[src/rtl/flitzip_pkg.sv]
// Shared Flitzip datapath definitions: flit geometry and the packetizer state encoding.
package flitzip_pkg;

  localparam int FLIT_WIDTH = 128;
  localparam int FLITS      = 5;
  localparam int EN_BITS    = 3;
  localparam int PKT_WIDTH  = FLITS * FLIT_WIDTH;

  typedef enum logic {
    IDLE = 1'b0,
    SEND = 1'b1
  } state_t;

endpackage

[src/rtl/flit_packetizer_if.sv]
// Packet-side valid/ready handshake carrying one whole packet per transfer.
interface flit_packetizer_if;
  import flitzip_pkg::*;

  logic                 pkt_valid;
  logic                 pkt_ready;
  logic [PKT_WIDTH-1:0] pkt_data;

  modport master (output pkt_valid, output pkt_data, input pkt_ready);
  modport slave  (input pkt_valid, input pkt_data, output pkt_ready);

endinterface

[src/rtl/flit_packetizer.sv]
// Packet-to-flit serialiser feeding the per-packet flit FIFO.
// Optional macro FLIT_PARITY_EN adds a registered even-parity bit per flit.
//
// state | meaning
// IDLE  | no packet in flight, wr_en low, outputs hold
// SEND  | emitting flits of the current packet, one per clock
module flit_packetizer
  import flitzip_pkg::*;
(
  input  logic                  clk_in,
  input  logic                  rst_in,
  flit_packetizer_if.slave      pkt_if,
  output logic                  wr_en,
  output logic [FLIT_WIDTH-1:0] data_out,
  output logic                  flit_head,
  output logic                  flit_tail,
  output logic [EN_BITS-1:0]    flit_idx,
  output logic                  busy
`ifdef FLIT_PARITY_EN
  , output logic                flit_parity
`endif
);

  localparam logic [EN_BITS-1:0] LAST_IDX = EN_BITS'(FLITS - 1);
  // Flit 0 goes straight to data_out, so only FLITS-1 flits need holding.
  localparam int SHIFT_W = (FLITS > 1) ? (FLITS - 1) * FLIT_WIDTH : FLIT_WIDTH;

  state_t                state_q, state_d;
  logic [SHIFT_W-1:0]    shift_q, shift_d;
  logic [FLIT_WIDTH-1:0] data_q, data_d;
  logic [EN_BITS-1:0]    idx_q, idx_d, idx_inc;
  logic                  wr_q, wr_d;
  logic                  head_q, head_d;
  logic                  tail_q, tail_d;
  logic                  last_flit;
  logic                  ready;
  logic                  accept;
  logic                  load;

  assign last_flit = (idx_q == LAST_IDX);
  assign idx_inc   = idx_q + EN_BITS'(1);
  assign ready     = (state_q == IDLE) || ((state_q == SEND) && last_flit);
  assign accept    = pkt_if.pkt_valid && ready;

  assign pkt_if.pkt_ready = ready;
  assign wr_en     = wr_q;
  assign data_out  = data_q;
  assign flit_head = head_q;
  assign flit_tail = tail_q;
  assign flit_idx  = idx_q;
  assign busy      = (state_q == SEND);

  // State register.
  always_ff @(posedge clk_in or posedge rst_in) begin
    if (rst_in) state_q <= IDLE;
    else        state_q <= state_d;
  end

  // Next-state: an accept always (re)enters SEND; the last flit without an accept drops to IDLE.
  always_comb begin
    state_d = state_q;
    case (state_q)
      IDLE:    if (accept) state_d = SEND;
      SEND:    if (last_flit && !accept) state_d = IDLE;
      default: state_d = IDLE;
    endcase
  end

  // Output/datapath next values: load flit 0 on accept, otherwise step through the shift register.
  always_comb begin
    shift_d = shift_q;
    data_d  = data_q;
    idx_d   = idx_q;
    wr_d    = wr_q;
    head_d  = head_q;
    tail_d  = tail_q;
    load    = 1'b0;
    if (accept) begin
      load    = 1'b1;
      data_d  = pkt_if.pkt_data[FLIT_WIDTH-1:0];
      shift_d = SHIFT_W'(pkt_if.pkt_data >> FLIT_WIDTH);
      idx_d   = '0;
      wr_d    = 1'b1;
      head_d  = 1'b1;
      tail_d  = (FLITS == 1);
    end else if (state_q == SEND && !last_flit) begin
      load    = 1'b1;
      data_d  = shift_q[FLIT_WIDTH-1:0];
      shift_d = shift_q >> FLIT_WIDTH;
      idx_d   = idx_inc;
      wr_d    = 1'b1;
      head_d  = 1'b0;
      tail_d  = (idx_inc == LAST_IDX);
    end else if (state_q == SEND) begin
      // data_out and flit_idx deliberately keep the last flit.
      wr_d    = 1'b0;
      head_d  = 1'b0;
      tail_d  = 1'b0;
    end
  end

  // Datapath registers; async reset drops any packet in flight.
  always_ff @(posedge clk_in or posedge rst_in) begin
    if (rst_in) begin
      shift_q <= '0;
      data_q  <= '0;
      idx_q   <= '0;
      wr_q    <= 1'b0;
      head_q  <= 1'b0;
      tail_q  <= 1'b0;
    end else begin
      shift_q <= shift_d;
      data_q  <= data_d;
      idx_q   <= idx_d;
      wr_q    <= wr_d;
      head_q  <= head_d;
      tail_q  <= tail_d;
    end
  end

`ifdef FLIT_PARITY_EN
  logic parity_q;

  assign flit_parity = parity_q;

  // Parity tracks each newly loaded flit and holds otherwise.
  always_ff @(posedge clk_in or posedge rst_in) begin
    if (rst_in)    parity_q <= 1'b0;
    else if (load) parity_q <= ^data_d;
  end
`else
  logic unused_load;
  assign unused_load = load;
`endif

endmodule

[src/flat_wrapper.sv]
// flat-port wrapper written by rule: the top's interface ports become plain ports
module flit_packetizer_flat import flitzip_pkg::*;
  (clk_in, rst_in, wr_en, data_out, flit_head, flit_tail, flit_idx, busy, pkt_if_pkt_valid, pkt_if_pkt_data, pkt_if_pkt_ready);
  flit_packetizer_if pkt_if_i ();
  input  logic clk_in;
  input  logic rst_in;
  output logic wr_en;
  output logic [FLIT_WIDTH-1:0] data_out;
  output logic flit_head;
  output logic flit_tail;
  output logic [EN_BITS-1:0] flit_idx;
  output logic busy;
  input wire logic [$bits(pkt_if_i.pkt_valid)-1:0] pkt_if_pkt_valid;
  input wire logic [$bits(pkt_if_i.pkt_data)-1:0] pkt_if_pkt_data;
  output wire logic [$bits(pkt_if_i.pkt_ready)-1:0] pkt_if_pkt_ready;
  assign pkt_if_i.pkt_valid = pkt_if_pkt_valid;
  assign pkt_if_i.pkt_data = pkt_if_pkt_data;
  assign pkt_if_pkt_ready = pkt_if_i.pkt_ready;
  flit_packetizer u_core (.clk_in(clk_in), .rst_in(rst_in), .pkt_if(pkt_if_i), .wr_en(wr_en), .data_out(data_out), .flit_head(flit_head), .flit_tail(flit_tail), .flit_idx(flit_idx), .busy(busy));
endmodule
[config.mk]
export PLATFORM = sky130hd
export DESIGN_NAME = flit_packetizer_flat
export DESIGN_NICKNAME = d
export VERILOG_FILES = /design/src/rtl/flitzip_pkg.sv /design/src/rtl/flit_packetizer_if.sv /design/src/rtl/flit_packetizer.sv /design/src/flat_wrapper.sv
export SDC_FILE = /design/constraint.sdc
export NUM_CORES = 1
export LEC_CHECK = 0
export BUFFER_PORTS_ARGS = -buffer_cell sky130_fd_sc_hd__buf_2
export CORE_AREA = 3 3 305 307
export DETAILED_ROUTE_END_ITERATION = 8
export DIE_AREA = 0 0 308 310
export GPL_ROUTABILITY_DRIVEN = 0
export SLEW_MARGIN = 20
export SYNTH_ARGS = -nofsm -noshare
export SYNTH_HDL_FRONTEND = slang
export SYNTH_SLANG_ARGS = --single-unit
[constraint.sdc]
create_clock -name clk_in -period 21.1 [get_ports clk_in]
set_input_delay 3.165 -clock clk_in [delete_from_list [all_inputs] [get_ports clk_in]]
set_output_delay 3.165 -clock clk_in [all_outputs]
set_load 0.01 [all_outputs]
# [After elaboration in Yosys (flattened, before gate mapping)]
# Index checks and enable logic that the tools add are counted.
[word_totals] register_bits=647 inputBits=643 out_inout_bits=136 elab_cells=36
[classes] addsub=1 eq_ne=2 muxes=16 bitwise_logic=1 n_reduce_logical=9
[ops] operator="two-way mux 512 bit" count=2
[ops] operator="two-way mux 128 bit" count=2
[ops] operator="two-way mux 1 bit" count=9
[ops] operator="equality test 3 bit, second input constant" count=2
[ops] operator="two-way mux 3 bit" count=2
[ops] operator="logical AND 1 bit" count=4
[ops] operator="adder 3 x 1 -> 3 bit, second input constant" count=1
[ops] operator="nonzero test 3 bit" count=1
[ops] operator="zero test 1 bit" count=2
[ops] operator="one-hot mux 1 bit (2 select lines)" count=1
[ops] operator="nonzero test 2 bit" count=1
[ops] operator="logical OR 1 bit" count=1
[ops] operator="NOT 1 bit" count=1

# [Logic depth before layout (Yosys ltp)]
[depth] ltp_word=8 ltp_mapped=8 depth_no_buf=5

# [Least setup slack after synthesis]
# Ideal clock, no wire load.
[synth_timing] path_type="register -> output" startpoint="register u_core.idx_q[0] (netlist: u_core.flit_idx[0])" endpoint="output port pkt_if_pkt_ready" arrival_ns=1.387 t_required_ns=17.935 setup_slack_ns=16.548 path_stages_with_launch=8 n_path_buf=3 cell_sequence="dfrtp_1 -> inv_1 -> ha_1 -> a21boi_2 -> inv_2 -> buf_2 -> buf_6 -> buf_6"
[synth_between] elab_chain_cells=3
[synth_rtl] item="start: declaration" line_no="flit_packetizer.sv:31" source="logic [EN_BITS-1:0] idx_q, idx_d, idx_inc;"
[synth_rtl] item="start signal: assignment" line_no="flit_packetizer.sv:114" source="idx_q <= idx_d;"
[synth_rtl] item="equality test 3 bit" line_no="flit_packetizer.sv:40" source="assign last_flit = (idx_q == LAST_IDX);"
[synth_rtl] item="logical AND 1 bit" line_no="flit_packetizer.sv:42" source="assign ready = (state_q == IDLE) || ((state_q == SEND) && last_flit);"
[synth_rtl] item="logical OR 1 bit" line_no="flit_packetizer.sv:42"
[synth_rtl] item="end: declaration" line_no="flat_wrapper.sv:15" source="output wire logic [$bits(pkt_if_i.pkt_ready)-1:0] pkt_if_pkt_ready;"
# Every way passes these cells.

# [Worst setup path in the final report]
[layout_timing] startpoint="input port pkt_if_pkt_valid" endpoint="register u_core.shift_q[216]"
[layout_between] elab_chain_cells=2 word_cells_on_any_way=3 cone_classes="mux (1); reduce/logical (2)"
[layout_rtl] item="start: declaration" line_no="flat_wrapper.sv:13" source="input wire logic [$bits(pkt_if_i.pkt_valid)-1:0] pkt_if_pkt_valid;"
[layout_rtl] item="logical AND 1 bit *" line_no="flit_packetizer.sv:43" source="assign accept = pkt_if.pkt_valid && ready;"
[layout_rtl] item="two-way mux 512 bit / nonzero test 2 bit (equally long branches)"
[layout_rtl] item="end signal: assignment" line_no="flit_packetizer.sv:112" source="shift_q <= shift_d;"
[layout_rtl] item="end: declaration" line_no="flit_packetizer.sv:29" source="logic [SHIFT_W-1:0] shift_q, shift_d;"
# Mark *: on every way between the ends. The rest lies on a longest branch, timed or not.
# A chain may end at the register's enable or synchronous reset.

==> summary.md <==
| Metric | Value |
|---|---|
| Die area | `0.0955 mm^2` |
| Status | `completed` |
| Vias per inst | `4.76` |
| Register area share after synthesis | `53.4%` |
| Post-cts sizing count | `0` |
| Power Dens Cells | `127 mW/mm^2` |
| Setup violators final | `0` |
| DRC viols | `0` |
| Top cell type's share of synthesized area | `53.4%` |
| Clock transition at path regs | `0.06 ns` |
| Net Count, Synth | `2737` |
| Drt total wl | `88.6 mm` |
| Async SR Flop Fraction | `100%` |
| Largest net degree at the start of global routing | `174` |
| Area Overhead vs Synth | `25.0%` |
| CP Launch Point | `pkt_if_pkt_valid` |
| Initial antenna violation count | `48` |
| R2R Path Start | `u_core.flit_idx[0]` |
| Tmin final | `7.91 ns` |
| Skew-Pair Late Insertion Delay | `0.61 ns` |
| Pins Over Slew Limit | `0` |
| DRT iter0 DRCs | `772` |
| Initial core utilization | `33.6%` |
| Ys Warns | `0` |
| Syn Inst Count | `2091` |
| Worst min path class | `flip-flop to flip-flop` |
| Chip Height | `310 um` |
| Max_slew headroom | `26.1%` |
| Hold bufs inserted after CTS | `0` |
| IO Port Bufs | `778` |
| Avg WL per Cell | `21.6 um` |
| Setup TNS | `0 ns` |
| H-tree depth | `3` |
| Period utilisation layout | `37.5%` |
| Share of post-route cells with drive strength above 1 | `67.1%` |
| Total CTS buffers | `77` |
| WP data arrival | `8.40 ns` |
| DR pass1 iterations | `4` |
| Worst hold start | `u_core.shift_q[427]` |
| WP data required | `21.59 ns` |
| CTS Sinks | `647` |
| Final nets | `3474` |
| Hold slack final | `0.484 ns` |
| DRT antenna net count | `0` |
| EDFF count, synth | `0` |
| Crit. End Element | `flip-flop` |
| Post-CTS setup buffer count | `0` |
| Yosys reg bits | `647` |
| Max frequency | `0.126 GHz` |
| Unrepaired setup endpoints after global routing | `no` |
| Synth area leader | `dfrtp_1` |
| Synth cell count leaders | `1010 x mux2_2, 647 x dfrtp_1, 130 x mux2i_1` |
| Fill cell count | `8457` |
| Count leader, synth | `mux2_2` |
| Max cap viols | `0` |
| Die Width | `308 um` |
| Worst vdd ir | `117 uV` |
| Critical Path Fanout Max | `141` |
| Maximum clock insertion buffer count | `3` |
| All-layer global routing usage | `17.8%` |
| Hold Fails Final Rpt | `0` |
| Synthesized area | `0.0303 mm^2` |
| Top FF cell, synth | `dfrtp_1` |
| I/O pins | `779` |
| Synth unique cells | `17` |
| Top post-synthesis cells by area | `dfrtp_1 53%, mux2_2 37%, mux2i_1 4.3%` |
| Gr ovfl total | `0` |
| Total core area | `0.0903 mm^2` |
| Worst Tran Pin Value | `1.11 ns` |
| Crit start category | `primary input` |
| CTS tree | `done` |
| Clk_skew | `0.0218 ns` |
| Leak | `19.1 nW` |
| Global-route wire length before repair | `129 mm` |
| Total number of vias | `19505` |
| Vias in the first global route | `21087` |
| Dpl hpwl | `65.4 mm` |
| CTS Root Cell | `clkbuf_16` |
| Setup Crit Path Kind | `primary input to flip-flop` |
| Avg Cell Area, Syn | `14.5 um^2` |
| Placement Rows | `110` |
-- sequential cells by signal, indices dropped and copies added, names as in the netlist --
register / count
u_core.flit_head: 1
u_core.data_out: 128
u_core.busy: 1
u_core.shift_q: 512
u_core.flit_tail: 1
u_core.wr_en: 1
u_core.flit_idx: 3
-- report_power, final --
group / total [W] / switching (W) / internal, W
sequential: 0.00194 / 0.000267 / 0.00168
combinational: 0.00153 / 0.000654 / 0.000877
clock: 0.00135 / 0.000536 / 0.000814
-- layout by cell type, fill, tap and decap left out, drive strengths merged --
master / count
dfrtp: 647
nor2b: 1
bufinv: 5
nor2: 129
nand2b: 3
ha: 3
mux2i: 130
mux2: 1025
a21boi: 1
a22o: 2
buf: 801
diode: 36
a211o: 1
clkbuf: 113
clkinv: 15
inv: 9
clkinvlp: 3
-- layer usage --
layer / wire (um) / global-route usage [%] / part of all wire [%]
met2: 45700 / 31.0 / 52
met4: 2800 / 7.72 / 3.2
met1: 35300 / 21.1 / 40
met3: 4730 / 4.03 / 5.3
met5: 95 / 0 / 0.11
-- layout make-up --
| type | instances | area [um^2] | share of cell area, % |
|---|---|---|---|
| inverter | 6 | 33.8 | 0.0890 |
| multi-input combinational | 1295 | 13400 | 35.4 |
| timing repair buffer | 801 | 4130 | 10.9 |
| clock buffer | 113 | 2280 | 6.02 |
| sequential | 647 | 16200 | 42.7 |
| antenna | 36 | 90.1 | 0.237 |
| tap | 1176 | 1470 | 3.88 |
| clock inverter | 26 | 300 | 0.791 |
-- kinds of logic (layout without fill, tap and decap cells) --
logic type,count (synthesis),after routing,synth area share [%]
AO/OA/AOI/OAI,4,4,0.124
adder cells (fa/ha/maj),3,3,0.124
buffers and inverters,149,946,2.39
flip-flops,647,647,53.4
multiplexers,1155,1155,42.3
other,0,36,0
AND/OR/NAND/NOR,133,133,1.68
-- worst paths after layout --
kind	end	depth (start not counted)	slack (ns)
setup / recovery	u_core.shift_q[216]	7	13.19
hold / removal	u_core.shift_q[299]	1	0.48
setup reg to reg	u_core.shift_q[194]	7	17.24
hold reg to reg	u_core.shift_q[299]	1	0.48
max in group asynchronous	u_core.data_out[60]	8	14.56
min in group asynchronous	u_core.data_out[13]	2	2.51
-- critical path, stage by stage --
cell and delay (ns):
buf_8 0.74, buf_4 0.73, buf_4 0.90, buf_4 0.88, buf_4 0.95, mux2_2 0.41
mux2_2 0.26
-- stage by stage --
step	setup slack, ns	std cells	cell area (um^2)	utilization, %	total power [W]
after CTS	13.32	4062	37800	41.9	0.00490
after global placement	12.76	3923	35200	39.0	0.00345
after global routing	12.98	4093	37900	42.0	0.00510
final	13.19	4100	37900	42.0	0.00482
after detailed placement	12.66	3923	35200	39.0	0.00352
after floorplan	9.09	2091	30300	-	0.00305
Note: power is estimated with default switching activity, not from simulation.
